<file path="src/rtl/fifo_pkg.sv">
`default_nettype none
// ============================================================================
//  Module      : fifo_pkg
//  Description : Shared helpers and constants for the async FIFO pointer
//                blocks on both the write and the read side.
//  Revision    : 1.0 - initial release
// ============================================================================
package fifo_pkg;

    // Flop stages in each pointer synchroniser, shared by both sides.
    localparam int c_SYNC_STAGES = 2;

    // Binary to Gray. Narrower values are zero-extended by the caller, which
    // leaves the low bits of the result identical to a narrow conversion.
    function automatic logic [31:0] bin2gray(input logic [31:0] b);
        return b ^ (b >> 1);
    endfunction

    // Gray to binary, XOR prefix from the MSB down. Zero-extended inputs
    // contribute nothing above their width, so any width up to 32 works.
    function automatic logic [31:0] gray2bin(input logic [31:0] g);
        logic [31:0] b;
        b     = '0;
        b[31] = g[31];
        for (int i = 30; i >= 0; i--) begin
            b[i] = b[i+1] ^ g[i];
        end
        return b;
    endfunction

endpackage : fifo_pkg
`default_nettype wire

</file>
<file path="src/rtl/wptr_full_level_gray2bin_conv.sv">
`default_nettype none
// ============================================================================
//  Module      : gray2bin_conv
//  Description : Purely combinational Gray-to-binary converter of width W.
//                Shared by the write-side and read-side level generators.
//  Revision    : 1.0 - initial release
// ============================================================================
module gray2bin_conv
    import fifo_pkg::*;
#(
    parameter int W = 5
) (
    input  logic [W-1:0] gray_i,
    output logic [W-1:0] bin_o
);

    // Each binary bit is the XOR of all Gray bits at and above it.
    always_comb begin
        bin_o      = '0;
        bin_o[W-1] = gray_i[W-1];
        for (int i = W - 2; i >= 0; i--) begin
            bin_o[i] = bin_o[i+1] ^ gray_i[i];
        end
    end

endmodule : gray2bin_conv
`default_nettype wire

</file>
<file path="src/rtl/wptr_full_level.sv">
`default_nettype none
// ============================================================================
//  Module      : wptr_full_level
//  Description : Write-side pointer and flag generator for the async FIFO.
//                Keeps binary/Gray write pointers, RAM write address and a
//                registered full flag, plus fill level, programmable
//                almost-full and a sticky overflow flag. wclk domain only.
//  Revision    : 1.0 - initial release
// ============================================================================
module wptr_full_level
    import fifo_pkg::*;
#(
    parameter int ADD_SIZE = 4
) (
    input  logic                wclk,
    input  logic                wrst_n,
    input  logic                winc,
    input  logic [ADD_SIZE:0]   wq2_rptr,
    input  logic [ADD_SIZE:0]   wafull_lvl,
    input  logic                wclr_ovf,
    output logic [ADD_SIZE-1:0] waddr,
    output logic [ADD_SIZE:0]   wptr,
    output logic                wfull,
    output logic                wafull,
    output logic [ADD_SIZE:0]   wlevel,
    output logic                wovf
);

    // Pointer width carries one extra wrap bit over the RAM address.
    localparam int c_PW = ADD_SIZE + 1;

    logic [ADD_SIZE:0] wbin_q,   wbin_d;
    logic [ADD_SIZE:0] wptr_q,   wptr_d;
    logic [ADD_SIZE:0] wlevel_q, wlevel_d;
    logic              wfull_q,  wfull_d;
    logic              wafull_q, wafull_d;
    logic              wovf_q,   wovf_d;

    logic              w_acc;
    logic [ADD_SIZE:0] w_rbin;
    logic [ADD_SIZE:0] w_full_cmp;

    // Synchronised read pointer back to binary for the level subtraction.
    gray2bin_conv #(
        .W (c_PW)
    ) u_rptr_conv (
        .gray_i (wq2_rptr),
        .bin_o  (w_rbin)
    );

    // Full pattern: read pointer with its two MSBs inverted, i.e. exactly
    // one full lap (DEPTH words) behind the next write pointer.
    assign w_full_cmp = {~wq2_rptr[ADD_SIZE:ADD_SIZE-1], wq2_rptr[ADD_SIZE-2:0]};

    // Next-state for pointers and all flags; level is taken from the next
    // write pointer so the flags agree with the pointer loaded on this edge.
    always_comb begin
        w_acc    = winc & ~wfull_q;
        wbin_d   = wbin_q + c_PW'(w_acc);
        wptr_d   = c_PW'(bin2gray(32'(wbin_d)));
        wfull_d  = (wptr_d == w_full_cmp);
        wlevel_d = wbin_d - w_rbin;
        wafull_d = (wlevel_d >= wafull_lvl);
        // A rejected write sets the flag even if a clear arrives with it.
        wovf_d   = (winc & wfull_q) | (wovf_q & ~wclr_ovf);
    end

    // State registers with asynchronous active-low clear.
    always_ff @(posedge wclk or negedge wrst_n) begin
        if (!wrst_n) begin
            wbin_q   <= '0;
            wptr_q   <= '0;
            wlevel_q <= '0;
            wfull_q  <= 1'b0;
            wafull_q <= 1'b0;
            wovf_q   <= 1'b0;
        end else begin
            wbin_q   <= wbin_d;
            wptr_q   <= wptr_d;
            wlevel_q <= wlevel_d;
            wfull_q  <= wfull_d;
            wafull_q <= wafull_d;
            wovf_q   <= wovf_d;
        end
    end

    assign waddr  = wbin_q[ADD_SIZE-1:0];
    assign wptr   = wptr_q;
    assign wfull  = wfull_q;
    assign wafull = wafull_q;
    assign wlevel = wlevel_q;
    assign wovf   = wovf_q;

endmodule : wptr_full_level
`default_nettype wire

</file>
<file path="config.mk">
export PLATFORM = sky130hd
export DESIGN_NAME = wptr_full_level
export DESIGN_NICKNAME = d
export VERILOG_FILES = /design/src/rtl/fifo_pkg.sv /design/src/rtl/wptr_full_level_gray2bin_conv.sv /design/src/rtl/wptr_full_level.sv
export SDC_FILE = /design/constraint.sdc
export NUM_CORES = 1
export LEC_CHECK = 0
export BUFFER_PORTS_ARGS = -buffer_cell sky130_fd_sc_hd__buf_2
export CAP_MARGIN = 0
export CORE_MARGIN = 8
export CORE_UTILIZATION = 30
export CTS_BUF_LIST = sky130_fd_sc_hd__clkbuf_4
export DETAILED_ROUTE_END_ITERATION = 6
export PLACE_DENSITY = 0.53
export SLEW_MARGIN = 20
export SYNTH_ARGS = -nofsm -noshare
export SYNTH_HDL_FRONTEND = slang
export SYNTH_SLANG_ARGS = --single-unit
</file>
<file path="constraint.sdc">
create_clock -name wclk -period 3.3 [get_ports wclk]
set_input_delay 0.165 -clock wclk [delete_from_list [all_inputs] [get_ports wclk]]
set_output_delay 0.165 -clock wclk [all_outputs]
set_load 0.05 [all_outputs]
</file>
Word-level counts from Yosys, hierarchy flattened
Cells that the tools add are included.
{ "classes": {"n_bitwise": 12, "order_cmp": 1, "n_eq_ne": 1, "add_sub_neg": 2} }
{ "ops": {"columns": ["operator", "count"], "rows": [
  ["$add 5x1->5", 1],
  ["$eq 5x5->1", 1],
  ["$ge 5x5->1", 1],
  ["$sub 5x5->5", 1],
  ["$xor 5x4->5", 1],
  ["$xor 1x1->1", 4],
  ["$and 1x1->1", 3],
  ["$not 1->1", 2],
  ["$not 2->2", 1],
  ["$or 1x1->1", 1]
]} }
{ "word_totals": {"inputBits": 14, "out_inout_bits": 17, "wordCells": 22, "reg_bits": 18} }

Depth between registers and ports, before layout
{ "depth": {"word_depth": 6, "depth_mapped": 12, "mapped_depth_nobuf": 12} }

Cells and area by module
From an unflattened synthesis, not the netlist that was laid out.
{ "hier_totals": {"hier_cells": 91, "area_unflattened_um2": 1043.5} }
{ "modules_own_cells": {"columns": ["mod", "area_per_inst_um2", "instances", "seq_area_each_um2", "cells_each"], "rows": [
  ["wptr_full_level", 970.9, 1, 425.4, 85],
  ["gray2bin_conv", 72.6, 1, 0.0, 6]
]} }

Worst setup path after synthesis
Ideal clock, no wire load.
{ "synth_timing": {"path_type": "register to register", "startpoint": "register wfull_q (netlist: wfull)", "endpoint": "register wafull_q (netlist: wafull)", "t_arrival_ns": 2.867, "period_less_slack_ns": 2.985, "n_path_buf": 0, "path_stages_with_launch": 12, "slack_ns": 0.315, "required_ns": 3.182, "setup_ns": 0.118, "cell_sequence": "dfrtp_1 -> nor2b_1 -> ha_1 -> ha_1 -> inv_1 -> fa_1 -> inv_1 -> ha_1 -> a21o_1 -> a21o_1 -> a21o_1 -> a21o_1"} }
{ "synth_via": {"elab_chain_len": 5} }
{ "synth_lines": {"columns": ["item", "line_no", "text"], "rows": [
  ["start: declaration", "wptr_full_level.sv:35", "logic wfull_q, wfull_d;"],
  ["start signal: assignment", "wptr_full_level.sv:81", "wfull_q <= wfull_d;"],
  ["$not 1->1", "wptr_full_level.sv:58", "w_acc = winc & ~wfull_q;"],
  ["$and 1x1->1", "wptr_full_level.sv:58", null],
  ["$add 5x1->5", "wptr_full_level.sv:59", "wbin_d = wbin_q + c_PW'(w_acc);"],
  ["via wbin_d[1]", "wptr_full_level.sv:32", "logic [ADD_SIZE:0] wbin_q, wbin_d;"],
  ["$sub 5x5->5", "wptr_full_level.sv:62", "wlevel_d = wbin_d - w_rbin;"],
  ["via wlevel_d[1]", "wptr_full_level.sv:34", "logic [ADD_SIZE:0] wlevel_q, wlevel_d;"],
  ["$ge 5x5->1", "wptr_full_level.sv:63", "wafull_d = (wlevel_d >= wafull_lvl);"],
  ["via wafull_d", "wptr_full_level.sv:36", "logic wafull_q, wafull_d;"],
  ["end signal: assignment", "wptr_full_level.sv:82", "wafull_q <= wafull_d;"],
  ["end: declaration", "wptr_full_level.sv:36", null]
]} }
The timed path passes the listed nets, and every way through them passes these cells.

Worst setup path after layout
Same ends and word-level chain as after synthesis.

==> metrics <==
Setup-failing EPs final=0; Detail Route Antenna Nets=0; Hold Crit Start=wclr_ovf; initial antenna violation count=0; filler instances=319; Initial Util=31.6%; WL final=1970 um; number of global-route vias before repair=764; routed via count=714; cell depth of the worst flop-to-flop path=11; Clock Sink Count=17; CP arrival=2990 ps; Critical Path RT=3500 ps; global route overflow=0; adder-cell share of the synthesized area=16.2%; drt wl/cell=11.8 um; Vias per Instance=4.30; Synth Area in Simple Gates=6.56%; drt pass-1 iters=4; hold path depth=2; clock tree from TritonCTS=built; cts hold-fix bufs=1; status=completed; Register Area=425 sq um; RR Endpoint=wafull; Core ar.=0.00308 sq mm; Synth Area in XOR/XNOR=19.4%; port bufs=30; post-route setup TNS=0 ps; Max-Cap Viols=0; critical path's slowest cell=fa_1; main combinational cell family by area after synthesis=XOR/XNOR gates; share of cells above drive strength 1=31.1%; RSZ-0062 raised after global routing=false; pre-CTS setup slack=367 ps; GRT Overall Usage=8.19%; r2r setup slk=510 ps; final number of hold-violating endpoints=0; setup slack after layout=514 ps; slowest cell delay on critical path=540 ps; CP endpoint kind=register; Ports=31; Worst Setup Path Type=reg2reg; Post-DP Area=0.00118 sq mm; Post-Syn Area=972 sq um; GRT met3 Usage=3.02%; # rows=20; Synth cell types=19; GR Layer Usage met2=11.1%; CTS buffer count=3; Hold Path End=wovf; worst skew pair latency=300 ps; Final HPWL DP=1600 um; die area=0.00532 sq mm; drt drc=0; Hold WC Path Type=in2reg; Tcrit/Tclk final=84.4%; Area Overhead vs Synth=26.0%; mux cell area share after synthesis=1.16%; htree depth=1; Final min period=2790 ps; max_slew headroom=73.8%; final instance area=0.00122 sq mm; Die Y-Extent=72.9 um; Final Core Density=39.8%; Clk pin slew, worst setup/hold paths=100 ps; fmax=359 MHz; largest net degree at the start of global routing=18; Final nets=149; clk buf depth=2; Worst setup SP type=register; YS warnings=0; # diodes=0; CTS root buf=clkbuf_4; Avg Cell Area, Syn=11.3 sq um; critical path, cell by cell=nor2b_1 > ha_1 > ha_1 > inv_1 > fa_1 > inv_1 > ha_1 > a21o_1 > a21o_1 > a21o_1 > a21o_1; pins over their slew limit=0; synthesized net count=112; Post-CTS Setup Inserts=0; routability cong.=0.695; met1 Use GR=10.2%; CP max FO=6; initial DRC count=21; worst-margin pin slew=393 ps; Die Width=72.9 um; first-pass GRT wire length=3330 um; Crit path top cell by count=a21o_1; Synth Area in Compound Gates=8.24%; sequential cell area fraction in the yosys report=43.8%; Worst Skew=3.36 ps; register bit total from synthesis=17; post-cts resize count=0; Syn Inst Count=86; most used routing layer in global routing=met2; footprint of the multi-input gates=502 sq um; RR Startpoint=wfull
layout by cell type (no fill, tap or decap):
cell type | synthesis | final
o21ai_0 | 1 | 1
a21o_1 | 6 | 6
dfrtp_1 | 17 | 17
a21oi_2 | 1 | 1
a31oi_1 | 1 | 1
nor2_1 | 2 | 2
nor2b_1 | 2 | 2
a21oi_1 | 3 | 3
mux2_2 | 1 | 1
buf_4 | 0 | 1
fa_1 | 1 | 1
xnor3_1 | 1 | 1
nand3_1 | 2 | 2
nor4_2 | 1 | 1
xnor2_1 | 11 | 11
clkbuf_4 | 0 | 4
nand2_1 | 4 | 4
ha_1 | 11 | 11
nand2b_1 | 1 | 1
xor2_1 | 8 | 8
dlygate4sd3_1 | 0 | 1
inv_1 | 12 | 12
buf_2 | 0 | 30
flip-flops by register name (all words and copies together), names as in the netlist:
signal,cells
wptr,4
wafull,1
wbin_q,5
wlevel,5
wfull,1
wovf,1
how the worst max path moves through the flow:
stage                 from  endpoint  slack (ps)
5_1_grt              wfull    wafull         360
3_5_place_dp   wq2_rptr[4]    wafull         370
3_3_place_gp   wq2_rptr[4]    wafull         410
4_1_cts              wfull    wafull         490
2_1_floorplan        wfull    wafull         310
6_report             wfull    wafull         510
final cells by class:
type	instances	share of cell area (%)
multi-input combinational	57	41.0
sequential	17	34.7
timing repair buffer	32	13.7
tap	44	4.49
inverter	12	3.68
clock buffer	4	2.45
kinds of logic (layout without fill, tap and decap cells):
logic type                 Yosys count  in the layout
adders and majority gates           12             12
buffers and inverters               12             48
and+or+nand+nor                     12             12
muxes                                1              1
DFF                                 17             17
xor gates and xnor gates            20             20
AOI/OAI and AO/OA                   12             12
critical path: cells and delay by family (launching register included):
kind | cells | cell delay, ps
fa+ha+maj | 4 | 1440
compound gates | 4 | 640
buf+inv | 2 | 170
simple gates | 1 | 60
flops | 1 | 380
per-stage QoR:
stage | cells | hold WS, ps
6_report | 166 | 41.3
5_1_grt | 166 | 32.0
4_1_cts | 166 | 31.1
3_5_place_dp | 161 | 115
3_3_place_gp | 161 | 113
2_1_floorplan | 86 | -131
synth_stat cells:
library cell / number / area [sq um]
nand2b_1: 1 / 6.26
a31oi_1: 1 / 6.26
fa_1: 1 / 20.0
a21oi_1: 3 / 15.0
nor2b_1: 2 / 12.5
xnor3_1: 1 / 22.5
nand2_1: 4 / 15.0
nor4_2: 1 / 12.5
nand3_1: 2 / 10.0
a21o_1: 6 / 45.0
o21ai_0: 1 / 5.00
a21oi_2: 1 / 8.76
inv_1: 12 / 45.0
xnor2_1: 11 / 96.3
dfrtp_1: 17 / 425
mux2_2: 1 / 11.3
nor2_1: 2 / 7.51
ha_1: 11 / 138
xor2_1: 8 / 70.1
layer usage:
layer	vias up	wire [um]	part of all wire, %
met5	-	0	0
li1	348	-	-
met3	5	180	9.2
met1	336	962	49
met4	0	68	3.5
met2	25	755	38
Power is not shown: default switching activity piles up to over one toggle a cycle in this logic, so the estimate is an artifact.
